<file path="src/rtl/divider.sv">
// Sequential radix-2 restoring divider for RV32M div/divu/rem/remu. Signed operands are divided as magnitudes, then the signs are corrected.
// Latency: 33 cycles from the accept edge to the done pulse, or 1 cycle for divide-by-zero/overflow when DIV_FASTPATH_EN is defined.
// Backpressure: busy stays high in CALC and DONE, and start is only sampled in IDLE. flush aborts the operation from any state.

package m_extension;
    typedef enum logic [2:0] {
        F3_MUL    = 3'b000,
        F3_MULH   = 3'b001,
        F3_MULHSU = 3'b010,
        F3_MULHU  = 3'b011,
        F3_DIV    = 3'b100,
        F3_DIVU   = 3'b101,
        F3_REM    = 3'b110,
        F3_REMU   = 3'b111
    } m_funct3;
endpackage

module divider
    import m_extension::*;
#(
    parameter int XLEN = 32,    // only 32 is supported
    parameter int ITER = 32     // must equal XLEN
) (
    input  logic            clk,
    input  logic            rst_n,
    input  logic            start,
    input  m_funct3         funct3,
    input  logic [XLEN-1:0] rs1_data,
    input  logic [XLEN-1:0] rs2_data,
    input  logic            flush,
    output logic            busy,
    output logic            done,
    output logic [XLEN-1:0] div_out
);

    localparam int              CW      = $clog2(ITER);
    localparam logic [CW-1:0]   LAST    = CW'(ITER - 1);
    localparam logic [XLEN-1:0] INT_MIN = {1'b1, {(XLEN-1){1'b0}}};

    typedef enum logic [1:0] {
        S_IDLE = 2'd0,
        S_CALC = 2'd1,
        S_DONE = 2'd2
    } state_t;

    // Two's complement negate when requested. INT_MIN maps to itself, which is
    // the correct unsigned magnitude.
    function automatic logic [XLEN-1:0] magnitude(input logic [XLEN-1:0] x,
                                                  input logic            neg);
        return neg ? (~x + XLEN'(1)) : x;
    endfunction

    // Architectural result. The RISC-V special cases take priority over the
    // sign-corrected quotient or remainder.
    function automatic logic [XLEN-1:0] final_result(
        input logic [XLEN-1:0] q,
        input logic [XLEN-1:0] r,
        input logic            is_signed,
        input logic            is_rem,
        input logic            qneg,
        input logic            rneg,
        input logic [XLEN-1:0] a,
        input logic [XLEN-1:0] b
    );
        logic div0;
        logic ovf;
        div0 = (b == '0);
        ovf  = is_signed && (a == INT_MIN) && (b == '1);
        if (div0)
            return is_rem ? a : '1;
        if (ovf)
            return is_rem ? '0 : INT_MIN;
        if (is_rem)
            return magnitude(r, rneg);
        return magnitude(q, qneg);
    endfunction

    state_t          state_q,     state_d;
    logic [CW-1:0]   cnt_q,       cnt_d;
    // Partial remainder. It always ends an iteration below the divisor, so
    // XLEN bits hold it. The shifted value R' (r_shift) is XLEN+1 bits wide.
    logic [XLEN-1:0] rem_acc_q,   rem_acc_d;
    // The dividend magnitude shifts out of the top while quotient bits shift in.
    logic [XLEN-1:0] quo_q,       quo_d;
    logic [XLEN-1:0] divisor_q,   divisor_d;
    logic            is_signed_q, is_signed_d;
    logic            is_rem_q,    is_rem_d;
    logic            qsign_q,     qsign_d;
    logic            rsign_q,     rsign_d;
    logic [XLEN-1:0] rs1_raw_q,   rs1_raw_d;
    logic [XLEN-1:0] rs2_raw_q,   rs2_raw_d;
    logic [XLEN-1:0] div_out_q,   div_out_d;

    // Decode of the request. All four divide opcodes have funct3[2] set.
    logic op_valid;
    logic op_signed;
    logic op_rem;
    logic accept;

    assign op_valid  = funct3[2];
    assign op_signed = ~funct3[0];
    assign op_rem    = funct3[1];
    assign accept    = (state_q == S_IDLE) && start && op_valid && !flush;

`ifdef DIV_FASTPATH_EN
    logic fast_special;
    assign fast_special = (rs2_data == '0) ||
                          (op_signed && (rs1_data == INT_MIN) && (rs2_data == '1));
`endif

    // One restoring step: shift in the next dividend bit, then subtract the
    // divisor if it fits.
    logic [XLEN:0]   r_shift;
    logic            r_ge;
    logic [XLEN-1:0] r_sub;
    logic [XLEN-1:0] rem_next;
    logic [XLEN-1:0] quo_next;

    assign r_shift  = {rem_acc_q, quo_q[XLEN-1]};
    assign r_ge     = (r_shift >= {1'b0, divisor_q});
    assign r_sub    = r_shift[XLEN-1:0] - divisor_q;
    assign rem_next = r_ge ? r_sub : r_shift[XLEN-1:0];
    assign quo_next = {quo_q[XLEN-2:0], r_ge};

    assign div_out  = div_out_q;

    // State and datapath registers. Reset clears everything and drops any operation in flight.
    always_ff @(posedge clk or negedge rst_n) begin
        if (!rst_n) begin
            state_q     <= S_IDLE;
            cnt_q       <= '0;
            rem_acc_q   <= '0;
            quo_q       <= '0;
            divisor_q   <= '0;
            is_signed_q <= 1'b0;
            is_rem_q    <= 1'b0;
            qsign_q     <= 1'b0;
            rsign_q     <= 1'b0;
            rs1_raw_q   <= '0;
            rs2_raw_q   <= '0;
            div_out_q   <= '0;
        end else begin
            state_q     <= state_d;
            cnt_q       <= cnt_d;
            rem_acc_q   <= rem_acc_d;
            quo_q       <= quo_d;
            divisor_q   <= divisor_d;
            is_signed_q <= is_signed_d;
            is_rem_q    <= is_rem_d;
            qsign_q     <= qsign_d;
            rsign_q     <= rsign_d;
            rs1_raw_q   <= rs1_raw_d;
            rs2_raw_q   <= rs2_raw_d;
            div_out_q   <= div_out_d;
        end
    end

    // Next-state, datapath update and status outputs. flush overrides everything else.
    always_comb begin
        state_d     = state_q;
        cnt_d       = cnt_q;
        rem_acc_d   = rem_acc_q;
        quo_d       = quo_q;
        divisor_d   = divisor_q;
        is_signed_d = is_signed_q;
        is_rem_d    = is_rem_q;
        qsign_d     = qsign_q;
        rsign_d     = rsign_q;
        rs1_raw_d   = rs1_raw_q;
        rs2_raw_d   = rs2_raw_q;
        div_out_d   = div_out_q;
        busy        = (state_q != S_IDLE);
        done        = (state_q == S_DONE);

        case (state_q)
            S_IDLE: begin
                if (accept) begin
                    is_signed_d = op_signed;
                    is_rem_d    = op_rem;
                    qsign_d     = op_signed && (rs1_data[XLEN-1] ^ rs2_data[XLEN-1]);
                    rsign_d     = op_signed && rs1_data[XLEN-1];
                    quo_d       = magnitude(rs1_data, op_signed && rs1_data[XLEN-1]);
                    divisor_d   = magnitude(rs2_data, op_signed && rs2_data[XLEN-1]);
                    rs1_raw_d   = rs1_data;
                    rs2_raw_d   = rs2_data;
                    rem_acc_d   = '0;
                    cnt_d       = '0;
                    state_d     = S_CALC;
`ifdef DIV_FASTPATH_EN
                    // The result does not depend on any iteration, so go straight to DONE.
                    if (fast_special) begin
                        div_out_d = final_result('0, '0, op_signed, op_rem, 1'b0, 1'b0,
                                                 rs1_data, rs2_data);
                        state_d   = S_DONE;
                    end
`endif
                end
            end
            S_CALC: begin
                rem_acc_d = rem_next;
                quo_d     = quo_next;
                cnt_d     = cnt_q + CW'(1);
                if (cnt_q == LAST) begin
                    div_out_d = final_result(quo_next, rem_next, is_signed_q, is_rem_q,
                                             qsign_q, rsign_q, rs1_raw_q, rs2_raw_q);
                    state_d   = S_DONE;
                end
            end
            S_DONE: begin
                state_d = S_IDLE;
            end
            default: begin
                state_d = S_IDLE;
            end
        endcase

        if (flush) begin
            state_d   = S_IDLE;
            div_out_d = div_out_q;
        end
    end

endmodule

</file>
<file path="config.mk">
export PLATFORM = sky130hd
export DESIGN_NAME = divider
export DESIGN_NICKNAME = d
export VERILOG_FILES = /design/src/rtl/divider.sv
export SDC_FILE = /design/constraint.sdc
export NUM_CORES = 1
export LEC_CHECK = 0
export BUFFER_PORTS_ARGS = -buffer_cell sky130_fd_sc_hd__buf_2
export CORE_UTILIZATION = 42
export CTS_BUF_LIST = sky130_fd_sc_hd__clkbuf_8
export DETAILED_ROUTE_END_ITERATION = 10
export PLACE_DENSITY_LB_ADDON = 0.2
export SYNTH_ARGS = -nofsm -noshare
export SYNTH_HDL_FRONTEND = slang
export SYNTH_SLANG_ARGS = --single-unit
</file>
<file path="constraint.sdc">
create_clock -name clk -period 6.47 [get_ports clk]
set_input_delay 0.9705 -clock clk [delete_from_list [all_inputs] [get_ports clk]]
set_output_delay 0.9705 -clock clk [all_outputs]
set_load 0.01 [all_outputs]
</file>
======== Yosys cells after proc, flatten, opt, wreduce, memory -nomap -nowiden ========
Index checks and enable logic that the tools add are counted.
operators by class
  $lt $le $gt $ge ......................... 1
  $add $sub $neg .......................... 6
  equal/unequal tests ..................... 8
  bitwise operators ....................... 7
  mux-type cells .......................... 35
  reductions and logical operators ........ 17
operator list
  kind                     number
  $mux W32                 15
  $add A32 B1 Y32 const B  4
  $not A32 Y32             4
  $pmux W32 S2             2
  $eq A32 B32 Y1 const B   2
  $ge A33 B32 Y1           1
  $logic_not A32 Y1        1
  $sub A32 B32 Y32         1
  $mux W1                  12
  $pmux W5 S2              1
  $logic_and A1 B1 Y1      8
  $mux W2                  3
  $ne A3 B3 Y1 const B     2
  $reduce_and A2 Y1        3
  $add A5 B1 Y5 const B    1
  $eq A5 B5 Y1 const B     1
  $mux W5                  1
  $pmux W2 S2              1
  $reduce_bool A2 Y1       2
  $reduce_and A3 Y1        1
  $eq A2 B1 Y1 const B     1
  $eq A2 B2 Y1 const B     1
  $logic_not A2 Y1         1
  $ne A2 B2 Y1 const B     1
  other kinds (3)          4
storage, ports and cells
  word-level logic and storage cells ...... 86
  input port bits ......................... 71
  output and inout port bits .............. 34
  flip-flop bits (word level) ............. 203

======== Longest topological paths before layout ========
Gate-level depths: netlist (run 1).
  depth after elaboration ................. 14
  gate-level depth with buffers ........... 24
  mapped depth without buffers ............ 19

======== Worst setup path before layout (run 1) ========
No wires, ideal clock.
  path kind ............................... register to register
  from .................................... register rem_acc_q[5]
  to ...................................... register div_out_q[26], in the netlist div_out[26]
  library setup time ...................... 110 ps
  data required time ...................... 6,360 ps
  clock period less this slack ............ 4,706 ps
  data arrival time ....................... 4,596 ps
  setup slack ............................. 1,764 ps
  buffers on the path ..................... 5
  stages on the path, launching flop included .. 22
  path through ............................ dfrtp_1 ha_1 buf_2 a21oi_1 o21ai_0 and2_1 o31ai_4 nand2_4 inv_2 buf_2 buf_2 buf_1 ha_1 inv_1 or4_1 clkbuf_1 o41ai_1 xnor2_1 nor2_1 o21ai_0 o211ai_1 o41ai_1
between the ends
  longest elaborated chain between the ends .. 9
  elaborated cells on any way between the ends .. 13
  those cells by class .................... add/sub: 3; order compare: 1; mux: 7; bitwise: 2
RTL lines
  what                                                line      source
  start: declaration                                  82        logic [XLEN-1:0] rem_acc_q, rem_acc_d;
  start signal: assignment                            145       rem_acc_q <= rem_acc_d;
  $sub A32 B32 Y32 or $ge A33 B32 Y1 (tied branches)  121, 120
  $mux W32                                            122       assign rem_next = r_ge ? r_sub : r_shift[XLEN-1:0];
  $not A32 Y32                                        50        return neg ? (~x + XLEN'(1)) : x;
  $add A32 B1 Y32                                     50
  $mux W32                                            50
  $mux W32                                            73        if (is_rem)
  $mux W32 *                                          75        return magnitude(q, qneg);
  $mux W32 *                                          73
  $mux W32 *                                          71        if (ovf)
  end signal: assignment                              154       div_out_q <= div_out_d;
  end: declaration                                    92        logic [XLEN-1:0] div_out_q, div_out_d;
Every way passes the cells marked *; elsewhere a longest branch is shown, timed or not.
A chain may end at the register's enable or synchronous reset.

======== Worst setup path after layout (run 1) ========
  from .................................... register rem_acc_q[11]
  to ...................................... register div_out_q[26], in the netlist div_out[26]
Same word-level chain as after synthesis.

==> summary.md, run 1 <==
| Metric | Value |
|---|---|
| Final Critical Period | roughly 5.5 ns |
| Num CTS Buffers | 40 |
| Post-Syn Area | 14080 um^2 |
| MaxCap Viol Count | 0 |
| P&R area growth vs syn | 11.23% |
| Starting DRC count in detailed routing | 1201 |
| Rel. slew slack | 0.2774 |
| Rows | 66 |
| CP max FO | 37 |
| Final WS setup | 0.9498 ns |
| Kind of cell adding the most delay to the critical path | compound AO/OA/AOI/OAI gates |
| Seq cells post-synth | approximately 200 |
| Largest net degree at the start of global routing | a little over 80 |
| Commonest non-fill, non-tap cell in the layout | nand2_1 |
| Pins Over Slew Limit | 0 |
| Final hold vios | 0 |
| Tot GR Track Use | 0.2819 |
| Worst setup EP type | flip-flop |
| Register area share after synthesis | 0.3589 |
| WL final | 47580 um |
| Cell chain of the critical path | ha_1 -> a21oi_2 -> o211a_1 -> o21ai_1 -> o31ai_4 -> nand2_4 -> inv_2 -> ha_1 -> inv_1 -> or4_1 -> o41ai_1 -> xnor2_1 -> nor2_1 -> o21ai_0 -> o211ai_1 -> o41ai_1 |
| WL met3 | 3325 um |
| Place WS | 1.048 ns |
| XOR/XNOR share of the synthesized area | 0.08085 |
| Clock buffer depth | 3 |
| Crit path DAT | 5.95 ns |
| Met1 wire length | 22000 um |
| Hold Path Class | in -> async |
| DR pass1 iterations | 5 |
| Synth Instances | around 1800 |
| GR Overflow Total | 0 |
| Ys async rst share | 1.000 |
| DR DRC count | 0 |
| CTS tree | built |
| RSZ-0062 raised after global routing | false |
| Boundary Pins | 105 |
| Final setup fails | 0 |
| Commonest cells after routing, fill and taps aside | nand2_1, o21ai_0, dfrtp_1 |
| Netlist cell types | 86 |
| DR vias/cell | 5.906 |
| Synth Area in Compound Gates | 0.2353 |
| Clk_lat worst skew | 0.57 ns |
| Final layout net count | 1934 |
| Fillers | 3257 |
| CP Buf/Inv Count | 2 |
| Slowest stage cell on the critical path | or4_1 |
| Die ar. | 34270 um^2 |
| Hpwl dp | 35310 um |
| R2r setup slk | 0.95 ns |
| Crit path required time | just under 7 ns |
| PD cells | 485.0 nW/um^2 |
| Sink Count | 202 |
| Max incr delay on CP | 0.69 ns |
| Ant diodes | 0 |
| Yosys warns | 0 |
| CP startpoint kind | flip-flop |
| Post-DRT Antenna Nets | 0 |
| Synthesized area per cell | about 8.0 um^2 |
| Post-CTS sizing | 0 |
| Status | completed |
| Clk root buf | clkbuf_8 |
| Synth Net Count | 1873 |
| WL met2 | 20810 um |
| Fin cells | 2292 |
| Reg area | 5055 um^2 |
| CTS H-tree depth | 2 |
| Setup TNS | 0 ns |
| Worst-path clk slew | about 0.060 ns |
| Initial core utilization | 0.4296 |
| DP Cell Count | around 2200 |
| DR WL/cell | 20.76 um |
| Reg2reg path depth | 16 |
| Leak Pwr | 0.006905 uW |
| Top FF cell, synth | dfrtp_1 |
| Max Fclk | 181.2 MHz |
| Via count | ~14000 |
| Cts hold-fix bufs | 0 |
| Number of global-route vias before repair | 12566 |
| Worst r2r src | rem_acc_q[11] |
| VDD IR max | 0.0002272 V |
| Die Wd | 185.1 um |
| Routability congestion estimate | 0.9520 |
| Clock skew | 0.03840 ns |
| Area occupied by multi-input gates | 8403 um^2 |
| Core area | about 33000 um^2 |
| Initial antenna violation count | 1 |
| Layout cells sized above 1 | 0.1189 |
| Post-synth EDFFs | 0 |
| Post-synthesis simple-gate area fraction | 0.2233 |
| First-pass GRT wire length | 73800 um |
| PortBufs | 104 |
| Adder-Cell Fraction of Synth Area | 0.03518 |
| WS Path Type | reg -> reg |
| Slew @ Worst Pin | 1.084 ns |
| Top Layer Used | met4 |
| Post-CTS Setup Bufs | 0 |
| Worst reg2reg endpoint | div_out[26] |
| Final Cycle Share | 0.8532 |
| Mux cell area share after synthesis | 0.02017 |
| Largest family of logic cells by synthesized area | compound AO/OA/AOI/OAI gates |
| Die Ht | 185.1 um |
==> power breakdown <==
group / internal, uW / switching, uW
Combinational: 1520 / 2960
Sequential: 1520 / 320
Clock: 701 / 576
Total: 3740 / 3850
==> metal layers <==
| layer | vias to the layer above | track usage |
|---|---|---|
| li1 | 6424 | - |
| met1 | 6515 | 0.4137 |
| met2 | 522 | 0.4229 |
| met3 | 76 | 0.03873 |
| met4 | 0 | 0.09455 |
| met5 | - | 0 |
==> per-stage QoR <==
stage	hold WS, ns	utilization	instance area [um^2]	power [uW]
after floorplan	0.4494	-	14080	4925
after global placement	0.4570	0.4543	14890	6248
after detailed placement	0.4654	0.4543	14890	6259
after CTS	0.4589	0.4778	15670	7568
after global routing	0.4653	0.4778	15670	8109
final	0.4226	0.4778	15670	7598
==> how the worst max path moves through the flow <==
stage             endpoint     startpoint  depth (start not counted)  slack, ns
2_1_floorplan  div_out[26]   rem_acc_q[5]                         21       1.76
3_5_place_dp   div_out[26]  rem_acc_q[13]                         16       1.05
6_report       div_out[26]  rem_acc_q[11]                         16       0.95
5_1_grt        div_out[26]   rem_acc_q[5]                         16       0.63
3_3_place_gp   div_out[26]  rem_acc_q[13]                         16       1.21
4_1_cts        div_out[26]  rem_acc_q[13]                         16       1.02
==> sequential cells by signal (all words and copies together), names as in the netlist <==
name and flops:
is_rem_q 1, rem_acc_q 32, rsign_q 1, cnt_q 5, quo_q 32, state_q 2, is_signed_q 1, rs2_raw_q 31
div_out 32, rs1_raw_q 32, divisor_q 32, qsign_q 1
==> logic make-up after synthesis <==
logic type / count (synthesis)
buffers and inverters: 163
flip-flops: 202
adder cells (fa/ha/maj): 39
XOR/XNOR: 130
multiplexers: 28
AND/OR/NAND/NOR: 686
AO/OA/AOI/OAI: 515
==> final cells by class <==
type                            instances  area share
Clock inverter                         17    0.004473
Clock buffer                           51     0.04481
Multi-Input combinational cell       1398      0.5364
Tap cell                              442     0.03530
Timing Repair Buffer                  120     0.04145
Inverter                               62     0.01486
Sequential cell                       202      0.3227
==> synthesized netlist by cell type, drive strengths merged, types with 5 or more instances <==
master,n,area [um^2]
o21a,8,60.06
o31ai,24,193.9
a21boi,5,41.29
xor2,50,437.9
inv,59,221.5
mux2i,25,250.2
a221oi,10,93.84
a31oi,19,133.9
nand2b,6,37.54
o221ai,6,52.55
clkbuf,81,304.0
buf,20,115.1
a22oi,33,247.7
o21ai,233,1181
o211ai,11,87.58
nor4,36,225.2
nor2,121,456.7
nand2,331,1250
nand4,18,112.6
or2,7,43.79
nor2b,9,56.30
or4,13,97.59
o41ai,16,158.9
ha,38,475.5
xnor2,80,700.7
a211oi,7,52.55
nand3,53,270.3
o2111ai,6,52.55
nor3,34,175.2
a21o,11,90.08
dfrtp,202,5055
a21oi,87,469.2
and2,7,43.79
and3,10,62.56
nor3b,8,60.06
or3,17,116.4
nand3b,6,48.80
(Power assumes the default switching activity.)
==> run 2: changes to the inputs <==
--- a/config.mk
+++ b/config.mk
@@ -9,7 +9,9 @@
 export CORE_UTILIZATION = 42
 export CTS_BUF_LIST = sky130_fd_sc_hd__clkbuf_8
 export DETAILED_ROUTE_END_ITERATION = 10
+export MAX_ROUTING_LAYER = met4
 export PLACE_DENSITY_LB_ADDON = 0.2
+export SLEW_MARGIN = 10
 export SYNTH_ARGS = -nofsm -noshare
 export SYNTH_HDL_FRONTEND = slang
 export SYNTH_SLANG_ARGS = --single-unit
==> summary.md, run 2 (synthesized netlist as in run 1, its figures left out) <==
| Metric | Value |
|---|---|
| Commonest non-fill, non-tap cell in the layout | nand2_1 |
| Crit path DAT | 5.98 ns (+0.03 ns) |
| Area occupied by multi-input gates | 8403 um^2 (unchanged) |
| DR pass1 iterations | 5 (unchanged) |
| Starting DRC count in detailed routing | 1086 (-9.6%) |
| Die Wd | 185.1 um (unchanged) |
| Hold Path Class | in -> async |
| Largest net degree at the start of global routing | 76 (-6.2%) |
| P&R area growth vs syn | 11.69% |
| Initial antenna violation count | 1 (unchanged) |
| CP startpoint kind | flip-flop |
| Rows | 66 (unchanged) |
| Layout cells sized above 1 | 0.1247 (+0.005811) |
| Post-DRT Antenna Nets | 0 (unchanged) |
| Leak Pwr | 0.006901 uW (about the same) |
| Final Critical Period | 5.488 ns (-0.03228 ns) |
| Max incr delay on CP | 0.55 ns (-0.14 ns) |
| Clock buffer depth | 3 (unchanged) |
| Final Cycle Share | 0.8482 (-0.004990) |
| Post-CTS sizing | 0 (unchanged) |
| Tot GR Track Use | 0.2966 (+0.01473) |
| Routability congestion estimate | 0.9723 (+2.1%) |
| Kind of cell adding the most delay to the critical path | simple AND/OR/NAND/NOR gates |
| Clock skew | 0.02699 ns (-0.01141 ns) |
| CP max FO | 31 (-16%) |
| Total design power | 7727 uW (+1.7%) |
| Hpwl dp | 35580 um (+0.76%) |
| VDD IR max | 0.0002040 V (-10%) |
| Via count | 13690 (+1.1%) |
| Status | completed |
| Final core utilization | 0.4798 (+0.001985) |
| Worst hold slack | 0.4011 ns (-0.02143 ns) |
| WL final | 48350 um (+1.6%) |
| Final hold vios | 0 (unchanged) |
| RSZ-0062 raised after global routing | false |
| Clk root buf | clkbuf_8 |
| Cts hold-fix bufs | 0 (unchanged) |
| DR DRC count | 0 (unchanged) |
| Post-CTS Setup Bufs | 0 (unchanged) |
| CP Buf/Inv Count | 3 (+1) |
| DR WL/cell | 21.07 um (+1.5%) |
| Final layout net count | 1934 (unchanged) |
| Reg area | 5055 um^2 (unchanged) |
| First-pass GRT wire length | 75480 um (+2.3%) |
| CTS tree | built |
| Initial core utilization | 0.4296 (unchanged) |
| Fillers | 3292 (+1.1%) |
| Rel. slew slack | 0.3026 (+0.02514) |
| Num CTS Buffers | 40 (unchanged) |
| Final setup fails | 0 (unchanged) |
| CTS H-tree depth | 2 (unchanged) |
| PortBufs | 104 (unchanged) |
| Core area | 32780 um^2 (unchanged) |
| Commonest cells after routing, fill and taps aside | nand2_1, o21ai_0, dfrtp_1 |
| Place WS | 1.165 ns (+0.1170 ns) |
| Sink Count | 202 (unchanged) |
| Worst setup EP type | flip-flop |
| Crit path required time | 6.96 ns (+0.06 ns) |
| Pins Over Slew Limit | 0 (unchanged) |
| Max Fclk | 182.2 MHz (+0.59%) |
| Cell chain of the critical path | inv_1 -> ha_1 -> nand4_1 -> nor4_1 -> a31oi_1 -> o221a_2 -> nand2_4 -> buf_4 -> nand2_1 -> o21ai_0 -> ha_1 -> inv_1 -> nor3_1 -> nand3_1 -> o31a_1 -> nor4_1 -> mux2i_1 -> o2111ai_1 -> o21ai_0 |
| Die Ht | 185.1 um (unchanged) |
| DR vias/cell | 5.965 (+1.0%) |
| Worst-path clk slew | 0.06 ns (about the same) |
| Setup TNS | 0 ns (unchanged) |
| GR Overflow Total | 0 (unchanged) |
| PD cells | 491.2 nW/um^2 (+1.3%) |
| Clk_lat worst skew | 0.58 ns (about the same) |
| Boundary Pins | 105 (unchanged) |
| Slew @ Worst Pin | 1.037 ns (-0.04727 ns) |
| WS Path Type | reg -> reg |
| Number of global-route vias before repair | 12834 (+2.1%) |
| Final WS setup | 0.9821 ns (+0.03229 ns) |
| Die ar. | 34270 um^2 (unchanged) |
| Slowest stage cell on the critical path | nor4_1 |
| MaxCap Viol Count | 0 (unchanged) |
-- run 2: cell count changes in the layout (fill, tap and decap cells not counted), sizes merged --
| cell | before | now |
|---|---|---|
| inv | 75 | 65 |
| clkinv | 4 | 10 |
| clkbuf | 52 | 55 |
| clkinvlp | 0 | 3 |
| diode | 0 | 1 |
-- run 2: path summary, 6_finish.rpt --
kind                                     from            end  slack [ns]  cells past startpoint
worst min register to register     div_out[7]     div_out[7]        0.47                      2
worst max-delay path            divisor_q[19]    div_out[28]        0.98                     19
worst max register to register  divisor_q[19]    div_out[28]        0.98                     19
max in group asynchronous               rst_n  divisor_q[15]        4.61                      2
worst min-delay path                    rst_n  rs1_raw_q[17]        0.40                      1
min in group clk                   div_out[7]     div_out[7]        0.47                      2
-- run 2: routing by layer --
metal,global-route usage,wire [um],share of wire
met1,0.4145,22040,0.46
met2,0.4293,21200,0.44
met3,0.04227,3319,0.069
met4,0.1200,1789,0.037
met5,-,0,0
-- run 2: report_power, final --
group          internal, uW  switching (uW)
registers              1520             322
logic                  1520            3010
clock network           747             609
total                  3790            3940
-- run 2: per-stage QoR --
step | cell area, um^2 | std cells
final | 15730 | 2295
after CTS | 15730 | 2294
after floorplan | 14080 | 1763
after global placement | 14890 | 2224
after global routing | 15730 | 2295
after detailed placement | 14890 | 2224
-- run 2: final cells by class --
cell class	count	area share
multi-input cells	1398	0.5342
flip-flops and latches	202	0.3213
clock buffers	54	0.04725
repair buffers	120	0.04128
well taps	442	0.03516
inverters	62	0.01479
clock inverters	16	0.005807
diodes	1	0.0001591
==> run 3: changes to the inputs <==
--- a/config.mk
+++ b/config.mk
@@ -5,6 +5,7 @@
 export SDC_FILE = /design/constraint.sdc
 export NUM_CORES = 1
 export LEC_CHECK = 0
+export ABC_AREA = 1
 export BUFFER_PORTS_ARGS = -buffer_cell sky130_fd_sc_hd__buf_2
 export CORE_UTILIZATION = 42
 export CTS_BUF_LIST = sky130_fd_sc_hd__clkbuf_8
==> constraint.sdc (replaced) <==
create_clock -name clk -period 5.3 [get_ports clk]
set_input_delay 0.795 -clock clk [delete_from_list [all_inputs] [get_ports clk]]
set_output_delay 0.795 -clock clk [all_outputs]
set_load 0.01 [all_outputs]
==> summary.md, run 3 <==
| Metric | Value |
|---|---|
| Status | completed |
| Sink Count | 202 (unchanged) |
| Routability congestion estimate | 0.9979 (+2.6%) |
| Hpwl dp | 40190 um (+13%) |
| Layout cells sized above 1 | 0.1099 (-0.01487) |
| Die Wd | 188.7 um (+1.9%) |
| DR vias/cell | 5.572 (-6.6%) |
| Max Fclk | 214.3 MHz (+18%) |
| Final layout net count | 2386 (+23%) |
| Netlist cell types | 60 (-30%) |
| Post-synth EDFFs | 0 (unchanged) |
| Synthesized area per cell | 6.685 um^2 (-16%) |
| Starting DRC count in detailed routing | 1496 (+38%) |
| Rel. slew slack | 0.4410 (+0.1384) |
| First-pass GRT wire length | 82730 um (+9.6%) |
| GR Overflow Total | 0 (unchanged) |
| Final Cycle Share | 0.8804 (+0.03220) |
| Num CTS Buffers | 41 (+2.5%) |
| Core area | 34460 um^2 (+5.1%) |
| Number of global-route vias before repair | 14251 (+11%) |
| Worst setup EP type | flip-flop |
| CP startpoint kind | flip-flop |
| RSZ-0062 raised after global routing | false |
| Synth Net Count | 2300 (+23%) |
| Cts hold-fix bufs | 0 (unchanged) |
| Initial antenna violation count | 0 (-1) |
| PortBufs | 104 (unchanged) |
| DP Cell Count | 2688 (+21%) |
| DR pass1 iterations | 5 (unchanged) |
| Most frequent cells after synthesis | nand2_1, inv_1, dfrtp_1, nor2_1, nand3_1 |
| Most frequent cell after synthesis | nand2_1 |
| Final setup fails | 0 (unchanged) |
| Crit path DAT | 5.10 ns (-0.88 ns) |
| VDD IR max | 0.0002991 V (+47%) |
| Slowest stage cell on the critical path | dfrtp_1 |
| Post-synth top area cell | dfrtp_1 |
| DR DRC count | 0 (unchanged) |
| Register area share after synthesis | 0.3453 (-0.01365) |
| WL final | 53150 um (+9.9%) |
| Die Ht | 188.7 um (+1.9%) |
| Leak Pwr | 0.008277 uW (+20%) |
| Setup TNS | 0 ns (unchanged) |
| Tot GR Track Use | 0.3086 (+0.01195) |
| Final Critical Period | 4.666 ns (-0.8217 ns) |
| CP max FO | 17 (-45%) |
| CTS H-tree depth | 2 (unchanged) |
| Most used cell, CP | nand2_1 |
| Boundary Pins | 105 (unchanged) |
| Max incr delay on CP | 0.46 ns (-0.09 ns) |
| Ys async rst share | 1.000 (unchanged) |
| Post-Syn Area | 14640 um^2 (+4.0%) |
| Ant diodes | 0 (-1) |
| Hold Path Class | in -> async |
| Worst-path clk slew | 0.06 ns (about the same) |
| Area fraction of the dominant cell type after synthesis | 0.3453 (-0.01365) |
| Commonest non-fill, non-tap cell in the layout | nand2_1 |
| CTS tree | built |
| Synth Instances | 2190 (+24%) |
| Die ar. | 35610 um^2 (+3.9%) |
| Fin cells | 2758 (+20%) |
| Post-CTS sizing | 0 (unchanged) |
| Final core utilization | 0.4738 (-0.006027) |
| Post-DRT Antenna Nets | 0 (unchanged) |
| Post-CTS Setup Bufs | 0 (unchanged) |
| Clk_lat worst skew | 0.57 ns (about the same) |
| P&R area growth vs syn | 11.51% |
| Crit path required time | 5.74 ns (-1.22 ns) |
| Rows | 68 (+3.0%) |
| PD cells | 565.7 nW/um^2 (+15%) |
| Top FF cell, synth | dfrtp_1 |
| Yosys warns | 0 (unchanged) |
| Top post-synthesis cells by area | dfrtp_1, nand2_1, inv_1 |
| Clock buffer depth | 3 (unchanged) |
| Initial core utilization | 0.4249 (-0.004713) |
| Seq cells post-synth | 202 (unchanged) |
| Clk root buf | clkbuf_8 |
| DR WL/cell | 19.27 um (-8.5%) |
| Largest net degree at the start of global routing | 112 (+47%) |
| Slew @ Worst Pin | 0.8365 ns (-0.2001 ns) |
| Clock skew | 0.02410 ns (-0.002889 ns) |
| Commonest cells after routing, fill and taps aside | nand2_1, inv_1, dfrtp_1 |
| Pins Over Slew Limit | 0 (unchanged) |
| Fillers | 3620 (+10%) |
| Final hold vios | 0 (unchanged) |
| Via count | 15368 (+12%) |
| WS Path Type | reg -> reg |
| Reg2reg path depth | 28 (+9) |
| MaxCap Viol Count | 0 (unchanged) |
[run 3: final cells by class]
| type | instances | area (um^2) | area share |
|---|---|---|---|
| clock buffers | 48 | 660.6 | 0.04047 |
| multi-input cells | 1586 | 8034 | 0.4921 |
| repair buffers | 122 | 676.9 | 0.04146 |
| clock inverters | 22 | 117.6 | 0.007204 |
| flip-flops and latches | 202 | 5055 | 0.3096 |
| inverters | 323 | 1212 | 0.07426 |
| well taps | 455 | 569.3 | 0.03487 |
[run 3: layer usage]
metal	track usage	up-vias	wire length [um]
met3	0.04377	76	4151
met5	-	-	0
met1	0.4404	7277	24570
met4	0.07351	0	1160
li1	-	7347	-
met2	0.4586	668	23270
[run 3: report_power, final]
part / leakage [uW] / internal [uW] / switching [uW] / total, uW
Sequential: 0.00250 / 1910 / 353 / 2260
Combinational: 0.00531 / 1640 / 3740 / 5390
Clock: 0.000460 / 865 / 722 / 1590
Total: 0.00828 / 4420 / 4820 / 9240
[run 3: final timing paths]
| path | slack, ns | start | to |
|---|---|---|---|
| setup / recovery | 0.63 | rem_acc_q[13] | div_out[24] |
| hold / removal | 0.30 | rst_n | div_out[8] |
| setup reg to reg | 0.63 | rem_acc_q[13] | div_out[24] |
| hold reg to reg | 0.47 | cnt_q[3] | cnt_q[3] |
| max in group asynchronous | 3.82 | rst_n | rs2_raw_q[8] |
| min in group clk | 0.46 | funct3[1] | is_rem_q |
[run 3: cells by family (layout without fill, tap and decap cells)]
group | Yosys count | after routing | synth area share
flops | 202 | 202 | 0.3453
compound gates | 389 | 389 | 0.1579
xor+xnor | 40 | 40 | 0.02393
simple gates | 1118 | 1118 | 0.3314
buf+inv | 402 | 515 | 0.1077
fa+ha+maj | 39 | 39 | 0.03384
[run 3: worst max-delay path: cells and delay by family, from the launching register on]
family	cells	cell delay (ns)
DFF	1	0.46
AOI/OAI and AO/OA	4	0.50
adders and majority gates	2	0.62
and+or+nand+nor	17	2.41
buffers and inverters	5	0.55
[run 3: through the flow]
step / area (um^2) / hold WS (ns) / worst slack, ns / power (uW)
6_report: 16330 / 0.2965 / 0.6338 / 9236
5_1_grt: 16330 / 0.3618 / 0.1094 / 9993
4_1_cts: 16330 / 0.3247 / 0.7664 / 9202
3_5_place_dp: 15550 / 0.4602 / 0.7694 / 7578
3_3_place_gp: 15550 / 0.4565 / 0.8821 / 7544
2_1_floorplan: 14640 / 0.4403 / 1.563 / 6096
